[src/rtl/riscv_str_unleet.sv]
// Multi-cycle leet-decode unit for the EX stage: restores '3','5','1' to e/s/l, one byte per cycle.
// Define STR_UNLEET_EXT_EN to also map '0','4','7' to o/a/t.

package riscv_defines;
    localparam int STR_OP_WIDTH = 3;
    localparam logic [STR_OP_WIDTH-1:0] STR_OP_LEET      = 3'b000;
    localparam logic [STR_OP_WIDTH-1:0] STR_OP_UNLEET    = 3'b001;
    localparam logic [STR_OP_WIDTH-1:0] STR_OP_UNLEET_UP = 3'b010;
    localparam logic [STR_OP_WIDTH-1:0] STR_OP_REV       = 3'b011;
endpackage

module riscv_str_unleet_byte (
    input  logic [7:0] byte_i,
    input  logic       up_i,
    output logic [7:0] byte_o,
    output logic       hit_o
);
    logic [7:0] lower;

    always_comb begin
        lower = byte_i;
        hit_o = 1'b1;
        case (byte_i)
            8'h33:   lower = 8'h65;
            8'h35:   lower = 8'h73;
            8'h31:   lower = 8'h6C;
`ifdef STR_UNLEET_EXT_EN
            8'h30:   lower = 8'h6F;
            8'h34:   lower = 8'h61;
            8'h37:   lower = 8'h74;
`endif
            default: hit_o = 1'b0;
        endcase
        // Upper case differs from lower case only in bit 5.
        byte_o = (hit_o && up_i) ? (lower & 8'hDF) : lower;
    end
endmodule

module riscv_str_unleet
    import riscv_defines::*;
(
    input  logic                    clk,
    input  logic                    rst_n,
    input  logic                    enable_i,
    input  logic [STR_OP_WIDTH-1:0] operator_i,
    input  logic [31:0]             operand_i,
    input  logic                    ex_ready_i,
    output logic [31:0]             result_o,
    output logic [2:0]              subst_cnt_o,
    output logic                    ready_o
);
    typedef enum logic [1:0] {S_IDLE, S_BYTE, S_DONE} state_e;

    state_e      state_q, state_d;
    logic [1:0]  idx_q, idx_d;
    logic [31:0] work_q, work_d;
    logic        up_q, up_d;
    logic [2:0]  cnt_q, cnt_d;
    logic [31:0] result_q, result_d;
    logic [2:0]  subst_cnt_q, subst_cnt_d;

    logic [7:0]  cur_byte;
    logic [7:0]  dec_byte;
    logic        dec_hit;
    logic        is_unleet;

    assign cur_byte  = work_q[{idx_q, 3'b000} +: 8];
    assign is_unleet = (operator_i == STR_OP_UNLEET) || (operator_i == STR_OP_UNLEET_UP);

    riscv_str_unleet_byte u_dec (
        .byte_i (cur_byte),
        .up_i   (up_q),
        .byte_o (dec_byte),
        .hit_o  (dec_hit)
    );

    always_comb begin
        state_d     = state_q;
        idx_d       = idx_q;
        work_d      = work_q;
        up_d        = up_q;
        cnt_d       = cnt_q;
        result_d    = result_q;
        subst_cnt_d = subst_cnt_q;
        ready_o     = 1'b0;
        case (state_q)
            S_IDLE: begin
                ready_o = 1'b1;
                if (enable_i && is_unleet) begin
                    ready_o = 1'b0;
                    work_d  = operand_i;
                    up_d    = (operator_i == STR_OP_UNLEET_UP);
                    idx_d   = 2'd0;
                    cnt_d   = 3'd0;
                    state_d = S_BYTE;
                end
            end
            S_BYTE: begin
                if (!enable_i) begin
                    // Abandoned instruction: the partial work never reaches the outputs.
                    state_d = S_IDLE;
                end else begin
                    work_d[{idx_q, 3'b000} +: 8] = dec_byte;
                    if (dec_hit) cnt_d = cnt_q + 3'd1;
                    idx_d = idx_q + 2'd1;
                    if (idx_q == 2'd3) begin
                        state_d     = S_DONE;
                        result_d    = work_d;
                        subst_cnt_d = cnt_d;
                    end
                end
            end
            S_DONE: begin
                ready_o = 1'b1;
                if (ex_ready_i) state_d = S_IDLE;
            end
            default: state_d = S_IDLE;
        endcase
    end

    always_ff @(posedge clk or negedge rst_n) begin
        if (!rst_n) begin
            state_q     <= S_IDLE;
            idx_q       <= 2'd0;
            work_q      <= 32'd0;
            up_q        <= 1'b0;
            cnt_q       <= 3'd0;
            result_q    <= 32'd0;
            subst_cnt_q <= 3'd0;
        end else begin
            state_q     <= state_d;
            idx_q       <= idx_d;
            work_q      <= work_d;
            up_q        <= up_d;
            cnt_q       <= cnt_d;
            result_q    <= result_d;
            subst_cnt_q <= subst_cnt_d;
        end
    end

    assign result_o    = result_q;
    assign subst_cnt_o = subst_cnt_q;
endmodule

[config.mk]
export PLATFORM = sky130hd
export DESIGN_NAME = riscv_str_unleet
export DESIGN_NICKNAME = d
export VERILOG_FILES = /design/src/rtl/riscv_str_unleet.sv
export SDC_FILE = /design/constraint.sdc
export NUM_CORES = 1
export LEC_CHECK = 0
export ABC_AREA = 1
export CORE_MARGIN = 2
export CORE_UTILIZATION = 48
export CTS_CLUSTER_SIZE = 20
export DETAILED_ROUTE_END_ITERATION = 10
export PLACE_DENSITY_LB_ADDON = 0.2
export SETUP_SLACK_MARGIN = 0.3
export SLEW_MARGIN = 20
export SYNTH_ARGS = -nofsm -noshare
export SYNTH_HDL_FRONTEND = slang
export SYNTH_SLANG_ARGS = --single-unit
[constraint.sdc]
create_clock -name clk -period 2 [get_ports clk]
set_input_delay 0.4 -clock clk [delete_from_list [all_inputs] [get_ports clk]]
set_output_delay 0.4 -clock clk [all_outputs]
set_load 0.02 [all_outputs]
==> summary.txt <==
number of hold-repair buffers added at the cts stage - 0
synthesized netlist cell count - 564
Final Routed Wirelength - 13700 um
Leakage Power - 3.09 nW
number of placement rows - 33
input/output buffers - 74
final setup vio count - 46
mean post-synth cell area - 7.32 um^2
drt first pass iters - 5
buffer cell driving the clock tree root - clkbuf_8
setup repair after global routing missed its margin - yes
total nets after synthesis - 610
wire length of the first global-routing pass - 21400 um
flip-flop and latch count after synthesis - 75
Required @ worst endpoint - 2.24 ns
PD cells - 1570 nW/um^2
initial cell density of the core - 50.0%
Slew Limit Headroom - 72.8%
Worst Setup Slack, final - -0.169 ns
commonest non-fill, non-tap cell in the layout - nand2_1
classification of the worst-slack hold path - in -> async
number of nets in the final layout - 737
antenna diode instance count - 0
gr ovfl total - 0
status - finished, violations left
via count of the first global-routing pass - 4449
Clock power frac - 13.6%
antenna violations before repair - 0
most frequent cells in the layout - 171 x nand2_1, 74 x dfrtp_1, 56 x nor2_1
Total Routing Usage GR - 28.1%
violations in the final reports - setup timing
insertion delay of the later-clocked pin in the worst-skew pair - 0.36 ns
Clock Tree Buf Depth - 2
Netlist cell types - 33
Final Hold Violating Endpoints - 0
CP Capture Type - flip-flop
area of the mapped netlist - 4130 um^2
die span in x - 96.7 um
worst-margin pin slew - 0.409 ns
DRT iter0 DRCs - 439
design internal power - 5.22 mW
floorplan die height - 96.7 um
HPWL after detailed placement - 8300 um
CTS HTree Levels - 3
fraction of power spent switching nets - 45.9%
total power - 9.64 mW
Seq/Total Area, Yosys - 45.5%
worst clock skew on the final layout - 0.00981 ns
signed area change from the synthesized netlist to the final layout - 48.4%
total clock sinks - 75
proportion of layout cells with a drive suffix above 1 - 27.3%
routed vias - 4557
Core Area - 8260 um^2
maximum number of pins on one net before global-route repair - 76
count of final max-slew check failures - 0
remaining design rule violation count - 0
# fillers - 607
multi-input gate area in the final layout - 2360 um^2
number of routed nets with antenna violations - 0
total net switching power - 4.42 mW
largest driver fanout on the critical path - 8
Critical Path Start Type - flip-flop
clock-pin slew on the worst setup and hold paths - 0.08 ns
Worst VDD drop - 0.737 mV
via density per instance - 5.69
Setup WS pre-CTS - -0.405 ns
WL per Instance - 17.1 um
synthesis warning total - 0
worst path arrival time - 2.41 ns
post-route clock period utilization - 108%
clock period minus final worst setup slack - 2.17 ns
Highest Clock Rate - 0.461 GHz
clock tree from TritonCTS - yes
final weighted congestion of routability-driven global placement - 0.955
classification of the worst setup path - reg -> reg
fraction of power consumed by combinational cells - 60.7%
I/O pin count - 75
Reg power frac - 25.7%
die area - 9360 um^2
number of clock buffers inserted by TritonCTS - 9
Sequential cell area - 1880 um^2
max cap viols - 0
[power groups by stage]
stage | Sequential [mW] | Combinational, mW | Clock, mW
6_report | 2.48 | 5.85 | 1.31
3_5_place_dp | 2.46 | 4.54 | 0
5_1_grt | 2.53 | 6.26 | 1.40
4_1_cts | 2.44 | 4.89 | 1.32
3_3_place_gp | 2.45 | 4.46 | 0
2_1_floorplan | 2.73 | 2.58 | 0
[synthesized netlist by cell type]
| cell | number | share of area, % |
|---|---|---|
| inv_2 | 2 | 0.18 |
| nand4_1 | 4 | 0.61 |
| dfrtp_1 | 75 | 45 |
| a22oi_1 | 8 | 1.5 |
| or2_0 | 1 | 0.15 |
| nand2_2 | 8 | 1.2 |
| nand3_2 | 1 | 0.24 |
| nor2_2 | 2 | 0.30 |
| o21ai_0 | 23 | 2.8 |
| a31oi_1 | 15 | 2.3 |
| buf_2 | 5 | 0.61 |
| o31ai_1 | 1 | 0.18 |
| buf_1 | 2 | 0.18 |
| nor2_1 | 66 | 6.0 |
| buf_4 | 1 | 0.18 |
| nand3b_1 | 1 | 0.18 |
| buf_6 | 2 | 0.55 |
| nor2_8 | 1 | 0.49 |
| nand3_1 | 35 | 4.2 |
| o211ai_1 | 1 | 0.18 |
| a21oi_1 | 19 | 2.3 |
| o21ai_2 | 1 | 0.21 |
| o21ai_1 | 6 | 0.73 |
| or2_2 | 2 | 0.30 |
| nand2_1 | 197 | 18 |
| ha_1 | 7 | 2.1 |
| o22ai_1 | 14 | 2.1 |
| nor3_1 | 1 | 0.12 |
| xor2_1 | 2 | 0.42 |
| clkinv_1 | 2 | 0.18 |
| inv_1 | 39 | 3.5 |
| clkbuf_1 | 16 | 1.5 |
| nand2_4 | 4 | 1.1 |
[critical path: stages, from the launching register on]
cell and delay, ns:
dfrtp_2 0.46, buf_4 0.19, nand2_1 0.11, nand3_1 0.15, nand2_2 0.14, nand2_4 0.08, nor2_8 0.16, nand2_4 0.11
nand2_4 0.11, buf_12 0.11, buf_4 0.11, nor2_1 0.05, a21oi_2 0.16, o22ai_1 0.10
[metrics by stage]
| stage | instance area, um^2 | setup TNS (ns) | hold slack [ns] | instances | util (%) |
|---|---|---|---|---|---|
| 2_1_floorplan | 4220 | 0 | 0.104 | 564 | - |
| 3_3_place_gp | 5340 | -2.77 | 0.462 | 757 | 64.6 |
| 3_5_place_dp | 5340 | -5.43 | 0.464 | 757 | 64.6 |
| 4_1_cts | 5840 | 0 | 0.0865 | 790 | 70.7 |
| 5_1_grt | 6130 | -7.03 | 0.0949 | 801 | 74.2 |
| 6_report | 6130 | -2.97 | 0.0662 | 801 | 74.2 |
[kinds of logic (layout without fill, tap and decap cells)]
| family | Yosys count | count (layout) | synth area share [%] |
|---|---|---|---|
| AO/OA/AOI/OAI | 88 | 88 | 12.2 |
| XOR/XNOR | 2 | 2 | 0.424 |
| adder cells (fa/ha/maj) | 7 | 7 | 2.12 |
| buffers and inverters | 69 | 201 | 6.88 |
| flip-flops | 75 | 75 | 45.5 |
| AND/OR/NAND/NOR | 323 | 323 | 32.9 |
[routing by layer]
layer | vias to the layer above | track usage [%] | wire [um]
li1 | 2074 | - | -
met1 | 2200 | 38.2 | 5700
met2 | 233 | 44.8 | 6530
met3 | 50 | 5.71 | 1030
met4 | 0 | 10.4 | 446
met5 | - | 0 | 0
[state kept, by name, indices dropped and copies added, names as in the netlist]
name,count
cnt_q,3
idx_q,2
result_o,32
state_q,2
subst_cnt_o,3
up_q,1
work_q,32
[worst paths after layout]
path / startpoint / to / slack (ns) / cells after the start
min in group clk: operator_i[1] / up_q / 0.45 / 4
worst max-delay path: idx_q[0] / cnt_q[1] / -0.17 / 13
worst min-delay path: rst_n / result_o[2] / 0.07 / 2
worst min register to register: result_o[4] / result_o[4] / 0.48 / 2
max in group asynchronous: rst_n / work_q[17] / 1.61 / 2
worst max register to register: idx_q[0] / cnt_q[1] / -0.17 / 13
[timing repair]
item	CTS	global route
hold endpoints to repair	0	0
setup endpoints to repair	107	73
setup buffers	16	10
gates resized for setup	91	59
cloned	1	1
pin swaps	15	32
[layout make-up]
cell class,count,area share [%]
multi-input combinational,420,38.5
sequential,75,30.7
timing repair buffer,142,22.3
inverter,43,2.82
clock buffer,12,2.37
tap,105,2.14
clock inverter,4,1.20
(Power assumes the default switching activity.)
